`config.mk`:
```
export PLATFORM = sky130hd
export DESIGN_NAME = pipe_stall_ctrl
export DESIGN_NICKNAME = d
export VERILOG_FILES = /design/src/rtl/pipe_stall_ctrl_pkg.sv /design/src/rtl/pipe_stall_enc.sv /design/src/rtl/pipe_stall_ctrl.sv
export SDC_FILE = /design/constraint.sdc
export NUM_CORES = 1
export LEC_CHECK = 0
export CAP_MARGIN = 10
export CORE_ASPECT_RATIO = 0.8
export CORE_UTILIZATION = 39
export CTS_BUF_LIST = sky130_fd_sc_hd__clkbuf_4 sky130_fd_sc_hd__clkbuf_8
export DETAILED_ROUTE_END_ITERATION = 10
export PLACE_DENSITY = 0.77
export REMOVE_ABC_BUFFERS = 1
export SYNTH_ARGS = -nofsm -noshare
export SYNTH_HDL_FRONTEND = slang
export SYNTH_SLANG_ARGS = --single-unit
```
`constraint.sdc`:
```
create_clock -name clk -period 1.4 [get_ports clk]
set_clock_uncertainty 0.1 [all_clocks]
set_input_delay 0.28 -clock clk [delete_from_list [all_inputs] [get_ports clk]]
set_output_delay 0.28 -clock clk [all_outputs]
set_load 0.02 [all_outputs]
```
`src/rtl/pipe_stall_ctrl_pkg.sv`:
```
// Shared definitions for the pipeline stall controller: stall vectors, stage
// bit positions and the multi-cycle sequencer state encoding.
package pipe_stall_ctrl_pkg;

    localparam int STALL_W = 6;
    localparam int CNT_W   = 6;

    // Stage bit positions inside stall_en
    localparam int STALL_PC_BIT  = 0;
    localparam int STALL_IF_BIT  = 1;
    localparam int STALL_ID_BIT  = 2;
    localparam int STALL_EX_BIT  = 3;
    localparam int STALL_MEM_BIT = 4;
    localparam int STALL_WB_BIT  = 5;

    // A stall raised by stage k freezes stage k and every earlier stage
    localparam logic [STALL_W-1:0] STALL_NONE = 6'b000000;
    localparam logic [STALL_W-1:0] STALL_ID   = 6'b000111;
    localparam logic [STALL_W-1:0] STALL_EX   = 6'b001111;
    localparam logic [STALL_W-1:0] STALL_MEM  = 6'b011111;

    typedef enum logic [1:0] {
        MC_IDLE = 2'd0,
        MC_RUN  = 2'd1,
        MC_DONE = 2'd2
    } mc_state_e;

    // A requested occupancy of zero cycles behaves as a single-cycle op
    function automatic logic [CNT_W-1:0] eff_cycles(input logic [CNT_W-1:0] cycles);
        logic [CNT_W-1:0] result;
        if (cycles == 6'd0) begin
            result = 6'd1;
        end else begin
            result = cycles;
        end
        return result;
    endfunction

endpackage

```
`src/rtl/pipe_stall_enc.sv`:
```
// Priority encoder turning per-stage stall requests into one stall vector.
// MEM outranks EX, EX outranks ID; kill forces the empty vector.
module pipe_stall_enc
    import pipe_stall_ctrl_pkg::*;
(
    input  logic               req_id,
    input  logic               req_ex,
    input  logic               req_mem,
    input  logic               kill,
    output logic [STALL_W-1:0] stall_en
);

    // Select the encoding of the deepest requesting stage
    always_comb begin
        stall_en = STALL_NONE;
        if (kill) begin
            stall_en = STALL_NONE;
        end else if (req_mem) begin
            stall_en = STALL_MEM;
        end else if (req_ex) begin
            stall_en = STALL_EX;
        end else if (req_id) begin
            stall_en = STALL_ID;
        end else begin
            stall_en = STALL_NONE;
        end
    end

endmodule

```
`src/rtl/pipe_stall_ctrl.sv`:
```
// Pipeline stall controller: merges hazard stall requests with the EX stall
// generated by a multi-cycle op sequencer (IDLE -> RUN -> DONE).
module pipe_stall_ctrl
    import pipe_stall_ctrl_pkg::*;
(
    input  logic               clk,
    input  logic               reset,
    input  logic               stall_req_id,
    input  logic               stall_req_ex,
    input  logic               stall_req_mem,
    input  logic               mc_start,
    input  logic [CNT_W-1:0]   mc_cycles,
    input  logic               mc_ready,
    input  logic               flush,
    output logic [STALL_W-1:0] stall_en,
    output logic               mc_busy,
    output logic               mc_done,
    output logic [CNT_W-1:0]   mc_cnt
);

    mc_state_e        state_r;
    logic [CNT_W-1:0] cnt_r;

    logic [CNT_W-1:0] n_eff_s;
    logic             kill_s;
    logic             op_ex_s;
    logic             done_raw_s;
    logic             start_long_s;
    logic             start_short_s;

    // Decode the sequencer state into its EX stall and completion strobes
    always_comb begin
        n_eff_s       = eff_cycles(mc_cycles);
        kill_s        = reset | flush;
        start_long_s  = mc_start && (n_eff_s >= 6'd2);
        start_short_s = mc_start && (n_eff_s <= 6'd1);
        op_ex_s       = 1'b0;
        done_raw_s    = 1'b0;
        case (state_r)
            MC_IDLE: begin
                op_ex_s    = start_long_s;
                done_raw_s = start_short_s;
            end
            MC_RUN: begin
                op_ex_s    = 1'b1;
                done_raw_s = 1'b0;
            end
            MC_DONE: begin
                op_ex_s    = 1'b0;
                done_raw_s = 1'b1;
            end
            default: begin
                op_ex_s    = 1'b0;
                done_raw_s = 1'b0;
            end
        endcase
    end

    // Outputs are zero-latency; reset and flush mask them in the same cycle
    always_comb begin
        mc_done = done_raw_s & ~kill_s;
        mc_busy = (state_r == MC_RUN) & ~reset;
        if (reset) begin
            mc_cnt = 6'd0;
        end else begin
            mc_cnt = cnt_r;
        end
    end

    pipe_stall_enc u_enc (
        .req_id   (stall_req_id),
        .req_ex   (stall_req_ex | op_ex_s),
        .req_mem  (stall_req_mem),
        .kill     (kill_s),
        .stall_en (stall_en)
    );

    // Sequencer state and remaining-cycle counter
    always_ff @(posedge clk) begin
        if (reset) begin
            state_r <= MC_IDLE;
            cnt_r   <= 6'd0;
        end else if (flush) begin
            state_r <= MC_IDLE;
            cnt_r   <= 6'd0;
        end else begin
            case (state_r)
                MC_IDLE: begin
                    if (mc_start && (n_eff_s >= 6'd3)) begin
                        state_r <= MC_RUN;
                        cnt_r   <= n_eff_s - 6'd2;
                    end else if (mc_start && (n_eff_s == 6'd2)) begin
                        state_r <= MC_DONE;
                        cnt_r   <= 6'd0;
                    end else begin
                        state_r <= MC_IDLE;
                        cnt_r   <= 6'd0;
                    end
                end
                MC_RUN: begin
                    // cnt_r <= 1 also guards against wrapping a stale zero
                    if ((cnt_r <= 6'd1) || mc_ready) begin
                        state_r <= MC_DONE;
                        cnt_r   <= 6'd0;
                    end else begin
                        state_r <= MC_RUN;
                        cnt_r   <= cnt_r - 6'd1;
                    end
                end
                MC_DONE: begin
                    state_r <= MC_IDLE;
                    cnt_r   <= 6'd0;
                end
                default: begin
                    state_r <= MC_IDLE;
                    cnt_r   <= 6'd0;
                end
            endcase
        end
    end

endmodule

```
Word level (Yosys, flattened, before mapping)
Index checks and enable logic that the tools add are counted.
Word-level totals
  register bits: 8
  input port bits: 14
  output and inout bits: 14
Operators by class
  add/subtract/negate cells: 2
  $lt $le $gt $ge: 4
  equal/unequal tests: 3
  muxes and demuxes: 15
  bitwise gates (word level): 6
  reductions and logical operators: 8
Operator list (count)
  6-bit two-way mux: 7
  6-bit by 2-bit greater-or-equal comparator with 1-bit output (second input constant): 2
  6-bit by 1-bit less-or-equal comparator with 1-bit output (second input constant): 2
  6-bit case mux with 2 select lines: 1
  6-bit by 2-bit == test with 1-bit output (second input constant): 1
  6-bit zero test: 1
  2-bit two-way mux: 3
  6-bit by 1-bit subtractor with 6-bit output (second input constant): 1
  6-bit by 2-bit subtractor with 6-bit output (second input constant): 1
  1-bit logical AND: 4
  1-bit case mux with 2 select lines: 2
  2-bit case mux with 2 select lines: 1
  3-bit two-way mux: 1
  1-bit AND: 2
  2-bit by 1-bit == test with 1-bit output (second input constant): 1
  2-bit == test (second input constant): 1
  2-bit zero test: 1
  1-bit NOT: 2
  1-bit bitwise OR: 2
  2-bit OR reduction: 1
  1-bit logical OR: 1

Depth between registers and ports, before layout
  depth after elaboration: 9
  gate-level depth with buffers: 6
  gate-level depth less buffers: 6

Hierarchy
From an unflattened synthesis, not the netlist that was laid out.
Second synthesis, totals
  cells, all modules: 82
  area, all modules: 638.1 sq um
By module, submodules not included
  pipe_stall_ctrl: times used 1, cells each 73, area an instance 589.3 sq um, seq. area each 160.2 sq um
  pipe_stall_enc: times used 1, cells each 9, area an instance 48.8 sq um, seq. area each 0.0 sq um

Least setup slack after synthesis
No wires, ideal clock.
  kind: input-to-output
  from: input flush
  to: output stall_en[1]
  data arrival time: 1.618 ns
  data required time: 1.020 ns
  slack: -0.598 ns
  stages on the path: 4
  path buffers: 2
  cell sequence: or2_2 > clkbuf_1 > a211oi_1 > buf_4
On the way
  cells in the longest elaborated chain, start to end: 2
Ends and longest elaborated chain
  start, declared: RTL line pipe_stall_ctrl.sv:14  | input logic flush,
  1-bit bitwise OR: RTL line pipe_stall_ctrl.sv:34  | kill_s = reset | flush;
  6-bit two-way mux: RTL line pipe_stall_enc.sv:16  | if (kill) begin
  end, declared: RTL line pipe_stall_ctrl.sv:15  | output logic [STALL_W-1:0] stall_en,
Every way passes these cells.

Final worst setup path
  from: input mc_cycles[2]
  to: register cnt_r[0]
On the way
  cells in the longest elaborated chain, start to end: 6
  elaborated cells on any way between the ends: 7
Ends and longest elaborated chain
  start, declared: RTL line pipe_stall_ctrl.sv:12  | input logic [CNT_W-1:0] mc_cycles,
  6-bit zero test: RTL line pipe_stall_ctrl_pkg.sv:31  | if (cycles == 6'd0) begin
  6-bit two-way mux *: RTL line pipe_stall_ctrl_pkg.sv:31
  6-bit by 2-bit greater-or-equal comparator with 1-bit output: RTL line pipe_stall_ctrl.sv:89  | if (mc_start && (n_eff_s >= 6'd3)) begin
  1-bit logical AND: RTL line pipe_stall_ctrl.sv:89
  6-bit two-way mux *: RTL line pipe_stall_ctrl.sv:89
  6-bit case mux with 2 select lines *: RTL line pipe_stall_ctrl.sv:87  | case (state_r)
  end signal, assigned: RTL line pipe_stall_ctrl.sv:91  | cnt_r <= n_eff_s - 6'd2;
  end signal, assigned: RTL line pipe_stall_ctrl.sv:107  | cnt_r <= cnt_r - 6'd1;
  end, declared: RTL line pipe_stall_ctrl.sv:22  | logic [CNT_W-1:0] cnt_r;
Mark *: on every way between the ends. The rest lies on a longest branch, timed or not.
A chain may end at the register's enable or synchronous reset.

==> results.cfg <==
[pwr]
cellPowerDensity_mw_per_mm2 = 537
total_power_mw = 0.748
p_leak_nw = 0.616
ir_drop_v = 0.000690

[global_route]
antenna_found_initial = 0
grt_use_total = 0.280
grt_pass1_wl_um = 3910
grt_pass1_vias = 894
grt.overflow.total = 0
grt_start_max_net_pins = 9

[timing]
setup_ws_ps = -225
fin_tns_setup_ps = -2440
layout_min_cycle_time_ps = 1620
rsz0062_at_grt = yes
setup_violations = 14
finalMaxSlewViolations = 0
finalCritPeriodShare = 1.16
finalHoldViolations = 0
timing.fmax_mhz = 615

[worst_setup_path]
cpMostUsedCell = buf_4
crit_fanout = 3
critPathCaptureType = flip-flop
critPathLaunchType = primary input
crit_arrival_ps = 1680
reg2reg_to = cnt_r[1]$_SDFF_PN0_
r2r_start = cnt_r[3]$_SDFF_PN0_
crit_family = buffers and inverters
critPathMaxStageDelay_ps = 270
path_cells = buf_4, nor3_4, nand2_2, buf_4, buf_4, buf_4, buf_4, buf_4, buf_4, nand3_2, a21oi_1
path_class = in2reg
reg2reg_setup_slack_ps = -220
worst-r2r-cell-count = 4
critPathRequiredTime_ps = 1450
path_buf_inv = 7
cp_slowest_cell = nor3_4

[logic_synthesis]
yosysWarnings = 0
synth.avg_cell_area_um2 = 7.71
synth_top_cell_area_share = 0.236
seq_area_frac_synth = 0.236
synth_async_sr_flop_share = 0
synth_area_leader_cell = dfxtp_1
ys.flop_type = dfxtp_1
synthDistinctLibCells = 36
synth_cells = 88
ys_seq_elements = 8
synth_area_um2 = 678
synth_edf_count = 0
synthTopCellsByArea = dfxtp_1 24%, nor2_1 6.6%, ha_1 5.5%, nor2b_1 5.5%, xnor2_1 5.2%

[floorplan]
dieArea_mm2 = 0.00191
ios = 28
core_area_mm2 = 0.00163
die_w_um = 48.6
initial_core_util = 0.417
dieHeight_um = 39.3
num_rows = 13

[routing]
drt_iter0_drc = 23
drc = 0
drtPass1Iterations = 4
wirelength_um = 2770
post_drt_wl_per_cell_um = 16.0
dr_total_vias = 922
ant_nets = 0
vias_per_cell = 5.33

[final_layout]
seqCellArea_um2 = 165
post-route-util = 0.857
n_fill_cell = 85
antenna-diode-count = 0
stdcell_count = 173
syn2layout_area_growth_pct = 106
multi_input_area_um2 = 624
postLayoutCellArea_mm2 = 0.00139
layout.nets = 170
drive_above_1_share = 0.629

[clocking]
clkSinkCount = 8
h-tree-depth = 1
holdBufCountCts = 0
numCtsBuffers = 3
cts_buffer_depth = 2
tritoncts = built
clock_latency_ps = 260
clock-root-buffer = clkbuf_4
clkSlewWorstSetupHoldPaths_ps = 60

[worst_hold_path]
min_path_type = in2reg
hold_start = flush
whs_endpoint = cnt_r[5]$_SDFF_PN0_
holdPathStages = 3

[placed_design]
io_buffers = 26
place_inst = 157
placed_cell_area_mm2 = 0.00113
post-dp-hpwl_um = 1620
gp_congestion = 0.860

[run]
max-cap-violations = 0

[run_status]
violations = negative setup slack
status = complete, but fails checks
## repair_timing
action / 4_1_cts / 5_1_grt
setup buffers: 13 / 0
gates resized for setup: 125 / 26
pin swaps: 15 / 11
endpoints found under the setup margin: 21 / 18
## report_power, final
| group | switching (mW) | internal [mW] |
|---|---|---|
| Sequential | 0.00632 | 0.236 |
| Combinational | 0.157 | 0.168 |
| Clock | 0.0821 | 0.0983 |
| Total | 0.245 | 0.503 |
## cells in the mapped netlist (3+ instances only)
| master | n |
|---|---|
| a21oi_1 | 3 |
| nor3_1 | 6 |
| dfxtp_1 | 8 |
| nor3b_1 | 3 |
| xnor2_1 | 4 |
| ha_1 | 3 |
| buf_4 | 3 |
| nand2_1 | 3 |
| nor2_1 | 12 |
| inv_1 | 6 |
| nor2b_1 | 6 |
## through the flow
step           hold slack, ps  setup WS (ps)
6_report                  311           -225
3_3_place_gp              548           -970
5_1_grt                   327           -272
2_1_floorplan             332           -983
3_5_place_dp              553          -1030
4_1_cts                   264           -188
## cell families after synthesis
kind of cell / Yosys count / share of synthesized area
and+or+nand+nor: 43 / 0.349
AOI/OAI and AO/OA: 15 / 0.185
buffers and inverters: 11 / 0.0775
DFF: 8 / 0.236
xor gates and xnor gates: 6 / 0.0775
adders and majority gates: 3 / 0.0554
other: 1 / 0.00553
muxes: 1 / 0.0148
## state kept, by name (all words and copies together) (netlist names)
name / flops
state_r: 2
cnt_r: 6
## tightest hold or removal path, stage by stage
cell	delay, ps
buf_2	90
or3_1	160
o31ai_2	100
## per-layer routing
metal / global-route usage / wire (µm) / vias up / part of all wire
met5: 0 / 0 / - / 0
met1: 0.318 / 1130 / 448 / 0.41
li1: - / - / 436 / -
met4: 0.0588 / 22 / 0 / 0.0079
met3: 0.0814 / 134 / 2 / 0.048
met2: 0.535 / 1490 / 36 / 0.54
## final cells by class
class / instances / share of cell area
clock buffers: 3 / 0.0162
inverters: 6 / 0.0162
multi-input cells: 69 / 0.448
flip-flops and latches: 8 / 0.118
well taps: 22 / 0.0197
repair buffers: 65 / 0.382
## layout by cell type, fill, tap and decap left out, types with 3 or more instances in the layout
cell type  netlist  routed
nor2_1          12       8
inv_1            6       6
ha_1             3       3
xnor2_1          4       4
buf_2            0       7
dfxtp_2          0       4
nor3_1           6       3
dfxtp_1          8       4
clkbuf_4         0       3
nor2b_1          6       4
buf_6            0      13
buf_4            3      38
## worst max-delay path by stage
stage / startpoint / slack, ps / to / depth (start not counted)
3_5_place_dp: flush / -1030 / stall_en[1] / 4
4_1_cts: cnt_r[3]$_SDFF_PN0_ / -190 / cnt_r[5]$_SDFF_PN0_ / 4
6_report: mc_cycles[2] / -220 / cnt_r[0]$_SDFF_PN0_ / 11
2_1_floorplan: flush / -980 / stall_en[0] / 2
3_3_place_gp: flush / -970 / stall_en[0] / 4
5_1_grt: state_r[1]$_SDFF_PN0_ / -270 / cnt_r[5]$_SDFF_PN0_ / 7
(Power assumes the default switching activity.)
